<file path="config.mk">
export PLATFORM = sky130hd
export DESIGN_NAME = vend_session_arbiter
export DESIGN_NICKNAME = d
export VERILOG_FILES = /design/src/rtl/vend_arb_pkg.sv /design/src/rtl/vend_session_arbiter_rr_picker.sv /design/src/rtl/vend_session_arbiter.sv
export SDC_FILE = /design/constraint.sdc
export NUM_CORES = 1
export LEC_CHECK = 0
export CORE_ASPECT_RATIO = 1.1
export CORE_MARGIN = 2
export CORE_UTILIZATION = 49
export CTS_BUF_LIST = sky130_fd_sc_hd__clkbuf_2 sky130_fd_sc_hd__clkbuf_4 sky130_fd_sc_hd__clkbuf_8
export CTS_CLUSTER_SIZE = 25
export DETAILED_ROUTE_END_ITERATION = 8
export GPL_ROUTABILITY_DRIVEN = 0
export PLACE_DENSITY = 0.82
export SLEW_MARGIN = 40
export SYNTH_ARGS = -nofsm -noshare
export SYNTH_HDL_FRONTEND = slang
export SYNTH_SLANG_ARGS = --single-unit
</file>
<file path="constraint.sdc">
create_clock -name CLK -period 2.5 [get_ports CLK]
set_input_delay 0.375 -clock CLK [delete_from_list [all_inputs] [get_ports CLK]]
set_output_delay 0.375 -clock CLK [all_outputs]
set_load 0.01 [all_outputs]
</file>
<file path="src/rtl/vend_arb_pkg.sv">
// Shared types for the vending-core session arbiter.
// Holds the arbiter state encoding and the item digit width.
package vend_arb_pkg;

    localparam int ITEM_CODE_W = 4;

    typedef enum logic [1:0] {
        IDLE    = 2'd0,
        SESSION = 2'd1,
        RELEASE = 2'd2,
        MAINT   = 2'd3
    } arb_state_e;

endpackage

</file>
<file path="src/rtl/vend_session_arbiter_rr_picker.sv">
// Round-robin picker: first eligible index strictly after ptr, wrapping.
// Purely combinational; winner is one-hot or zero.
module rr_picker #(
    parameter int NUM_PANELS = 4,
    localparam int PW = $clog2(NUM_PANELS)
) (
    input  logic [NUM_PANELS-1:0] eligible,
    input  logic [PW-1:0]         ptr,
    output logic [NUM_PANELS-1:0] winner,
    output logic                  valid
);

    logic [PW-1:0] idx;

    always_comb begin
        winner = '0;
        valid  = 1'b0;
        idx    = '0;
        for (int k = 1; k <= NUM_PANELS; k++) begin
            idx = PW'((int'(ptr) + k) % NUM_PANELS);
            if (!valid && eligible[idx]) begin
                winner[idx] = 1'b1;
                valid       = 1'b1;
            end
        end
    end

endmodule

</file>
<file path="src/rtl/vend_session_arbiter.sv">
// Grants exclusive vending-core sessions to front panels round-robin,
// detects session end, enforces a timeout and sequences maintenance reload.
module vend_session_arbiter
    import vend_arb_pkg::*;
#(
    parameter int NUM_PANELS   = 4,
    parameter int SESSION_MAX  = 32,
    parameter int GUARD_CYCLES = 2
) (
    input  logic                              CLK,
    input  logic                              RESET,
    input  logic [NUM_PANELS-1:0]             PANEL_CARD_IN,
    input  logic [NUM_PANELS-1:0]             PANEL_KEY_PRESS,
    input  logic [ITEM_CODE_W*NUM_PANELS-1:0] PANEL_ITEM_CODE,
    input  logic                              RELOAD_REQ,
    input  logic                              CORE_VEND,
    input  logic                              CORE_INVALID_SEL,
    input  logic                              CORE_FAILED_TRAN,
    output logic [NUM_PANELS-1:0]             GRANT,
    output logic                              CORE_CARD_IN,
    output logic                              CORE_KEY_PRESS,
    output logic [ITEM_CODE_W-1:0]            CORE_ITEM_CODE,
    output logic                              CORE_RELOAD,
    output logic                              BUSY,
    output logic                              TIMEOUT
);

    localparam int PW = $clog2(NUM_PANELS);
    localparam int CW = (SESSION_MAX > 1) ? $clog2(SESSION_MAX) : 1;
    localparam int GW = $clog2(GUARD_CYCLES + 1);

    arb_state_e            state_q, state_d;
    logic [NUM_PANELS-1:0] grant_q, grant_d;
    logic [NUM_PANELS-1:0] served_q, served_d;
    logic [PW-1:0]         ptr_q, ptr_d;
    logic                  pend_q, pend_d;
    logic                  vend_q, vend_d;
    logic [CW-1:0]         cnt_q, cnt_d;
    logic [GW-1:0]         gcnt_q, gcnt_d;

    logic [NUM_PANELS-1:0]  eligible;
    logic [NUM_PANELS-1:0]  pick_win;
    logic                   pick_valid;
    logic [PW-1:0]          pick_idx;
    logic [NUM_PANELS-1:0]  served_set;
    logic [ITEM_CODE_W-1:0] item_arr [NUM_PANELS];
    logic                   in_sess;
    logic                   own_card;
    logic                   vend_fall;
    logic                   timeout_hit;
    logic                   sess_end;

    assign eligible = PANEL_CARD_IN & ~served_q;

    rr_picker #(
        .NUM_PANELS(NUM_PANELS)
    ) u_pick (
        .eligible(eligible),
        .ptr     (ptr_q),
        .winner  (pick_win),
        .valid   (pick_valid)
    );

    always_comb begin
        pick_idx = '0;
        for (int i = 0; i < NUM_PANELS; i++) begin
            if (pick_win[i]) pick_idx = PW'(i);
        end
    end

    always_comb begin
        for (int i = 0; i < NUM_PANELS; i++) begin
            item_arr[i] = PANEL_ITEM_CODE[i*ITEM_CODE_W +: ITEM_CODE_W];
        end
    end

    // ptr_q always names the owner while a session is open
    assign in_sess     = (state_q == SESSION);
    assign own_card    = PANEL_CARD_IN[ptr_q];
    assign vend_fall   = vend_q & ~CORE_VEND;
    assign timeout_hit = in_sess && (cnt_q == CW'(SESSION_MAX - 1));
    assign sess_end    = !own_card || CORE_INVALID_SEL
                      || CORE_FAILED_TRAN || vend_fall || timeout_hit;

    always_comb begin
        state_d    = state_q;
        grant_d    = grant_q;
        ptr_d      = ptr_q;
        pend_d     = pend_q;
        vend_d     = CORE_VEND;
        cnt_d      = '0;
        gcnt_d     = '0;
        served_set = '0;
        unique case (state_q)
            IDLE: begin
                if (pend_q || RELOAD_REQ) begin
                    state_d = MAINT;
                    pend_d  = 1'b0;
                end else if (pick_valid) begin
                    state_d = SESSION;
                    grant_d = pick_win;
                    ptr_d   = pick_idx;
                end
            end
            SESSION: begin
                if (RELOAD_REQ) pend_d = 1'b1;
                cnt_d = cnt_q + 1'b1;
                if (sess_end) begin
                    state_d    = RELEASE;
                    grant_d    = '0;
                    served_set = grant_q;
                    cnt_d      = '0;
                end
            end
            RELEASE: begin
                if (RELOAD_REQ) pend_d = 1'b1;
                gcnt_d = gcnt_q + 1'b1;
                if (gcnt_q == GW'(GUARD_CYCLES - 1)) begin
                    state_d = IDLE;
                    gcnt_d  = '0;
                end
            end
            MAINT: begin
                if (RELOAD_REQ) pend_d = 1'b1;
                state_d = RELEASE;
            end
            default: state_d = IDLE;
        endcase
        // removing a card always re-arms that panel
        served_d = (served_q | served_set) & PANEL_CARD_IN;
    end

    always_ff @(posedge CLK) begin
        if (RESET) begin
            state_q  <= IDLE;
            grant_q  <= '0;
            served_q <= '0;
            ptr_q    <= PW'(NUM_PANELS - 1);
            pend_q   <= 1'b0;
            vend_q   <= 1'b0;
            cnt_q    <= '0;
            gcnt_q   <= '0;
        end else begin
            state_q  <= state_d;
            grant_q  <= grant_d;
            served_q <= served_d;
            ptr_q    <= ptr_d;
            pend_q   <= pend_d;
            vend_q   <= vend_d;
            cnt_q    <= cnt_d;
            gcnt_q   <= gcnt_d;
        end
    end

    assign GRANT          = grant_q;
    assign CORE_CARD_IN   = in_sess & own_card;
    assign CORE_KEY_PRESS = in_sess & PANEL_KEY_PRESS[ptr_q];
    assign CORE_ITEM_CODE = in_sess ? item_arr[ptr_q] : '0;
    assign CORE_RELOAD    = (state_q == MAINT);
    assign BUSY           = (state_q != IDLE);
    assign TIMEOUT        = timeout_hit;

endmodule

</file>
# --- Word-level counts from Yosys, hierarchy flattened ---
# Cells that the tools add are included.
op_classes:
  bitwise: 15
  magnitude_cmp: 10
  n_eq_ne: 12
  n_reduce_logical: 27
  muxes: 49
  n_addsub: 6
ops:
  columns: ["op", "count"]
  rows:
  - ["$mux W4", 12]
  - ["$mux W1", 17]
  - ["$or A4 B4 Y4", 4]
  - ["$lt A2 B3 Y1 const B", 5]
  - ["$bmux W1 S2", 6]
  - ["$mux W2", 6]
  - ["$reduce_or A3 Y1", 3]
  - ["$and A4 B4 Y4", 2]
  - ["$bmux W4 S2", 1]
  - ["$demux W1 S2", 4]
  - ["$ge A2 B1 Y1 const B", 4]
  - ["$logic_and A1 B1 Y1", 8]
  - ["$ne A2 B2 Y1 const B", 4]
  - ["$pmux W2 S4", 1]
  - ["$pmux W4 S2", 1]
  - ["$add A2 B1 Y2 const B", 3]
  - ["$reduce_and A3 Y1", 2]
  - ["$add A5 B1 Y5 const B", 1]
  - ["$eq A5 B5 Y1 const B", 1]
  - ["$logic_or A1 B1 Y1", 5]
  - ["$add A2 B2 Y2 const B", 2]
  - ["$eq A2 B1 Y1 const B", 2]
  - ["$eq A2 B2 Y1 const B", 2]
  - ["$logic_not A1 Y1", 4]
  - ["12 further kinds", 19]
totals:
  register_bits: 21
  output_inout_bits: 13

# --- Longest topological paths before layout ---
logic_depth:
  depth_word: 17
  mapped_depth: 8
  mapped_depth_nobuf: 8

# --- Hierarchy ---
# Synthesis repeated with hierarchy kept, for this count alone.
hier_totals:
  cells_unflattened: 173
  hier_area_um2: 1641.6
by_module_without_submodules:
  columns: ["mod", "cells_each", "n_inst", "area_per_inst_um2", "seq_area_each_um2"]
  rows:
  - ["vend_session_arbiter", 125, 1, 1226.2, 420.4]
  - ["rr_picker", 48, 1, 415.4, 0.0]

# --- Worst setup path after synthesis ---
# Ideal clock, no wire load.
synth_path:
  kind: "register to register"
  startpoint: "reg ptr_q[1]"
  endpoint: "reg grant_q[2] (netlist: GRANT[2])"
  path_buffers: 1
  path_slack_ps: 173
  setup_time_ps: 68
  period_less_slack_ps: 2327
  path_stages_with_launch: 8
  arrival_time_ps: 2259
  cell_sequence: "dfxtp_1 buf_2 clkinv_1 ha_1 mux4_2 o211a_1 a21bo_1 a21oi_2"
synth_via:
  elab_chain_len: 16
  elab_cells_between_ends: 62
  classes_between: "add/sub: 4; order compare: 8; eq/ne: 2; mux: 29; bitwise: 3; reduce/logical: 16"
synth_rtl:
  columns: ["element", "line", "rtl"]
  rows:
  - ["start, declared", "vend_session_arbiter.sv:35", "logic [PW-1:0] ptr_q, ptr_d;"]
  - ["start signal, assigned", "vend_session_arbiter.sv:138", "ptr_q <= PW'(NUM_PANELS - 1);"]
  - ["start signal, assigned", "vend_session_arbiter.sv:147", "ptr_q <= ptr_d;"]
  - ["parallel branches: the longest is 16 deep, another holds $lt A2 B3 Y1", null, null]
  - ["end signal, assigned", "vend_session_arbiter.sv:145", "grant_q <= grant_d;"]
  - ["end, declared", "vend_session_arbiter.sv:33", "logic [NUM_PANELS-1:0] grant_q, grant_d;"]
# Several ways; the timed one is not identified. The select of a mux whose other input is x is not followed.
# A chain may end at the register's enable or synchronous reset.

# --- Final worst setup path ---
layout_path:
  startpoint: "in PANEL_CARD_IN[0]"
  endpoint: "out CORE_CARD_IN"
layout_via:
  elab_chain_len: 3
layout_rtl:
  columns: ["element", "line", "rtl"]
  rows:
  - ["start, declared", "vend_session_arbiter.sv:12", "input logic [NUM_PANELS-1:0] PANEL_CARD_IN,"]
  - ["$bmux W1 S2", "vend_session_arbiter.sv:79", "assign own_card = PANEL_CARD_IN[ptr_q];"]
  - ["$mux W1 (implied by the code)", "vend_session_arbiter.sv:79", null]
  - ["$and A1 B1 Y1", "vend_session_arbiter.sv:156", "assign CORE_CARD_IN = in_sess & own_card;"]
  - ["end, declared", "vend_session_arbiter.sv:20", "output logic CORE_CARD_IN,"]
# No other way between the ends. The select of a mux whose other input is x is not followed.

==> results.sh <==
export IMPL_fp_row_count=21
export IMPL_post_route_period_util=0.961
export IMPL_synth_top_family_by_area="simple AND/OR/NAND/NOR gates"
export IMPL_clk_pin_slew_worst_paths_ns=0.11
export IMPL_pin_count_of_the_biggest_net_entering_global_routing=16
export IMPL_dp_hpwl_um=3090
export IMPL_antenna_cells=0
export IMPL_max_fclk_mhz=416
export IMPL_gr_total_overflow=0
export IMPL_reg2regPathDepth=6
export IMPL_critical_path_sink_type="output pin"
export IMPL_antenna_violating_nets_post_route=0
export IMPL_detailed_route_iter0_violations=59
export IMPL_design_portCount=43
export IMPL_worst_setup_path_start_kind="input pin"
export IMPL_timing_final_crit_period_ns=2.40
export IMPL_endpoint_with_the_worst_hold_slack="gcnt_q[0]"
export IMPL_design_die_area_um2=3580
export IMPL_critical_path_most_common_cell="sky130_fd_sc_hd__clkdlybuf4s50_1"
export IMPL_final_hold_violation_count=0
export IMPL_synth_fa_ha_area_frac=0.0902
export IMPL_pwr_density_cell_nw_per_um2=449
export IMPL_yosys_warnings=0
export IMPL_cts_inserted_buffers=3
export IMPL_synth_compound_area_share=0.126
export IMPL_final_max_slew_violation_count=0
export IMPL_synth_top_area_share=0.276
export IMPL_post_drt_wl_per_cell_um=16.0
export IMPL_maxCapViolCount=0
export IMPL_via_count=1454
export IMPL_final_setup_tns_ns=0
export IMPL_hold_path_depth=1
export IMPL_layout_cells_most_common="sky130_fd_sc_hd__clkdlybuf4s50_1"
export IMPL_final_layout_size_suffix_gt1_frac=0.133
export IMPL_detail_route_vias_per_cell=5.93
export IMPL_setup_reg_to_reg_worst_slack_ns=0.23
export IMPL_tritoncts_clock_tree="done"
export IMPL_grt_first_pass_wirelength_um=6420
export IMPL_timing_critical_path_cells="clkdlybuf4s50_1 -> mux4_2 -> nor2b_1 -> clkdlybuf4s50_1"
export IMPL_detail_route_wirelength_um=3920
export IMPL_final_critical_path_setup_slack_ns=0.0972
export IMPL_status="finished clean"
export IMPL_worst_path_max_fanout=5
export IMPL_startpoint="PANEL_CARD_IN[0]"
export IMPL_floorplan_die_height_um=62.5
export IMPL_synthTopCellsByArea="sky130_fd_sc_hd__dfxtp_1, sky130_fd_sc_hd__mux4_2, sky130_fd_sc_hd__ha_1"
export IMPL_port_buffer_count=42
export IMPL_drc=0
export IMPL_synth_simple_gate_area_share=0.291
export IMPL_r2r_start="ptr_q[1]"
export IMPL_most_common_layout_cells="sky130_fd_sc_hd__clkdlybuf4s50_1, sky130_fd_sc_hd__dfxtp_1, sky130_fd_sc_hd__nor2_1, sky130_fd_sc_hd__nand2_1"
export IMPL_synth_area_leader_cell="sky130_fd_sc_hd__dfxtp_1"
export IMPL_final_setup_skew_ns=0.00727
export IMPL_critPathKind="input pin to output pin"
export IMPL_timing_critical_path_arrival_ns=2.03
export IMPL_antenna_found_initial=0
export IMPL_vdd_ir_drop_worst_mv=0.477
export IMPL_min_from="gcnt_q[0]"
export IMPL_synth_cell_types=46
export IMPL_syn2layout_area_growth_pct=34.8
export IMPL_netlist_instances=163
export IMPL_floorplan_die_width_um=57.2
export IMPL_groute_usage_overall=0.225
export IMPL_synth_edf_count=0
export IMPL_yosys_area_share_xor_xnor=0.0115
export IMPL_critical_path_max_stage_delay_ns=0.52
export IMPL_finalNetCount=253
export IMPL_clock_latency_ns=0.30
export IMPL_clk_path_buf_depth=2
export IMPL_vias_in_the_first_global_route=1419
export IMPL_postSynth_asyncResetShare=0
export IMPL_syn_mean_instance_area_um2=9.36
export IMPL_synthMuxAreaShare=0.167
export IMPL_syn_num_nets=204
export IMPL_sequential_area_share_after_synthesis=0.276
export IMPL_tightest_slew_ns=0.654
export IMPL_grt_setup_unrepaired="false"
export IMPL_core_area_um2=3000
export IMPL_initial_utilization=0.509
export IMPL_slowest_stage="sky130_fd_sc_hd__mux4_2"
export IMPL_maxSlewHeadroom=0.560
export IMPL_clock_root_buffer="sky130_fd_sc_hd__clkbuf_4"
export IMPL_static_leakage_power_nw=0.761
export IMPL_cts_max_level=1
export IMPL_layout_filler_cells=259
export IMPL_holdBufCountCts=0
export IMPL_total_power_uw=923
export IMPL_dp_worst_setup_slack_ns=0.0568
export IMPL_syn_area_um2=1530
export IMPL_synth_seq_cells=21
export IMPL_hold_path_class="flop to flop"
export IMPL_setup_viol=0
export IMPL_synth_main_ff_cell="sky130_fd_sc_hd__dfxtp_1"
export IMPL_clock_sinks=21
export IMPL_drtPass1Iterations=4
export IMPL_final_layout_worst_hold_slack_ns=0.433
export IMPL_worst_ep_required_time_ns=2.12
export IMPL_terminus_of_the_critical_flop_to_flop_path="ptr_q[0]"
## area by class of cell
type                            instances  area (um2)  share of cell area
Inverter                                7        26.3              0.0128
Clock buffer                            4        30.0              0.0146
Sequential cell                        21         424               0.206
Tap cell                               34        42.5              0.0207
Timing Repair Buffer                   49         485               0.236
Multi-Input combinational cell        130        1050               0.509
## kinds of logic after synthesis
| family | after synthesis |
|---|---|
| AND/OR/NAND/NOR | 77 |
| multiplexers | 11 |
| AO/OA/AOI/OAI | 29 |
| flip-flops | 21 |
| adder cells (fa/ha/maj) | 11 |
| XOR/XNOR | 2 |
| buffers and inverters | 12 |
## cells in the mapped netlist, drive strengths merged, types with 3 or more instances
library cell,count
a21oi,9
a22oi,3
a31oi,3
and2,3
and2b,4
buf,3
dfxtp,21
ha,11
inv,6
mux4,11
nand2,14
nand2b,6
nand3,5
nor2,15
nor2b,11
nor3,5
nor3b,4
nor4,3
o211ai,3
o21ai,4
## worst max path at each step
| stage | to | slack [ns] | cells past startpoint |
|---|---|---|---|
| 4_1_cts | CORE_ITEM_CODE[0] | 0.04 | 4 |
| 6_report | CORE_CARD_IN | 0.1 | 4 |
| 3_5_place_dp | ptr_q[0] | 0.06 | 7 |
| 2_1_floorplan | GRANT[2] | 0.17 | 7 |
| 3_3_place_gp | CORE_CARD_IN | 0.13 | 4 |
| 5_1_grt | CORE_ITEM_CODE[0] | 0.02 | 4 |
## flip-flops by register name, summed over array words and instances, names as in the netlist
register,cells
state_q,2
GRANT,4
cnt_q,5
served_q,4
gcnt_q,2
vend_q,1
ptr_q,2
pend_q,1
## metrics by stage
| step | cells | util | area, um2 |
|---|---|---|---|
| after floorplan | 163 | - | 1530 |
| after global placement | 240 | 0.668 | 2000 |
| after detailed placement | 240 | 0.668 | 2000 |
| after CTS | 244 | 0.680 | 2040 |
| after global routing | 245 | 0.686 | 2060 |
| final | 245 | 0.686 | 2060 |
## power by group
part | switching [mW] | internal, mW | total, mW
clock | 0.0968 | 0.0730 | 0.170
combinational | 0.177 | 0.207 | 0.384
sequential | 0.0170 | 0.352 | 0.369
total | 0.291 | 0.632 | 0.923
## worst max-delay path: cells and delay by family
family | cells | cell delay [ns]
simple gates | 1 | 0.16
buf+inv | 2 | 0.97
mux | 1 | 0.52
## timing repair
action                     CTS  global route
gates resized for setup      2             0
setup buffers                0             1
setup endpoints to repair    6             2
## metal layers
layer	share of wire	global-route usage
met1	0.39	0.278
met4	0.012	0.0756
met5	0	0
met2	0.55	0.405
met3	0.048	0.0186
(Power assumes the default switching activity.)
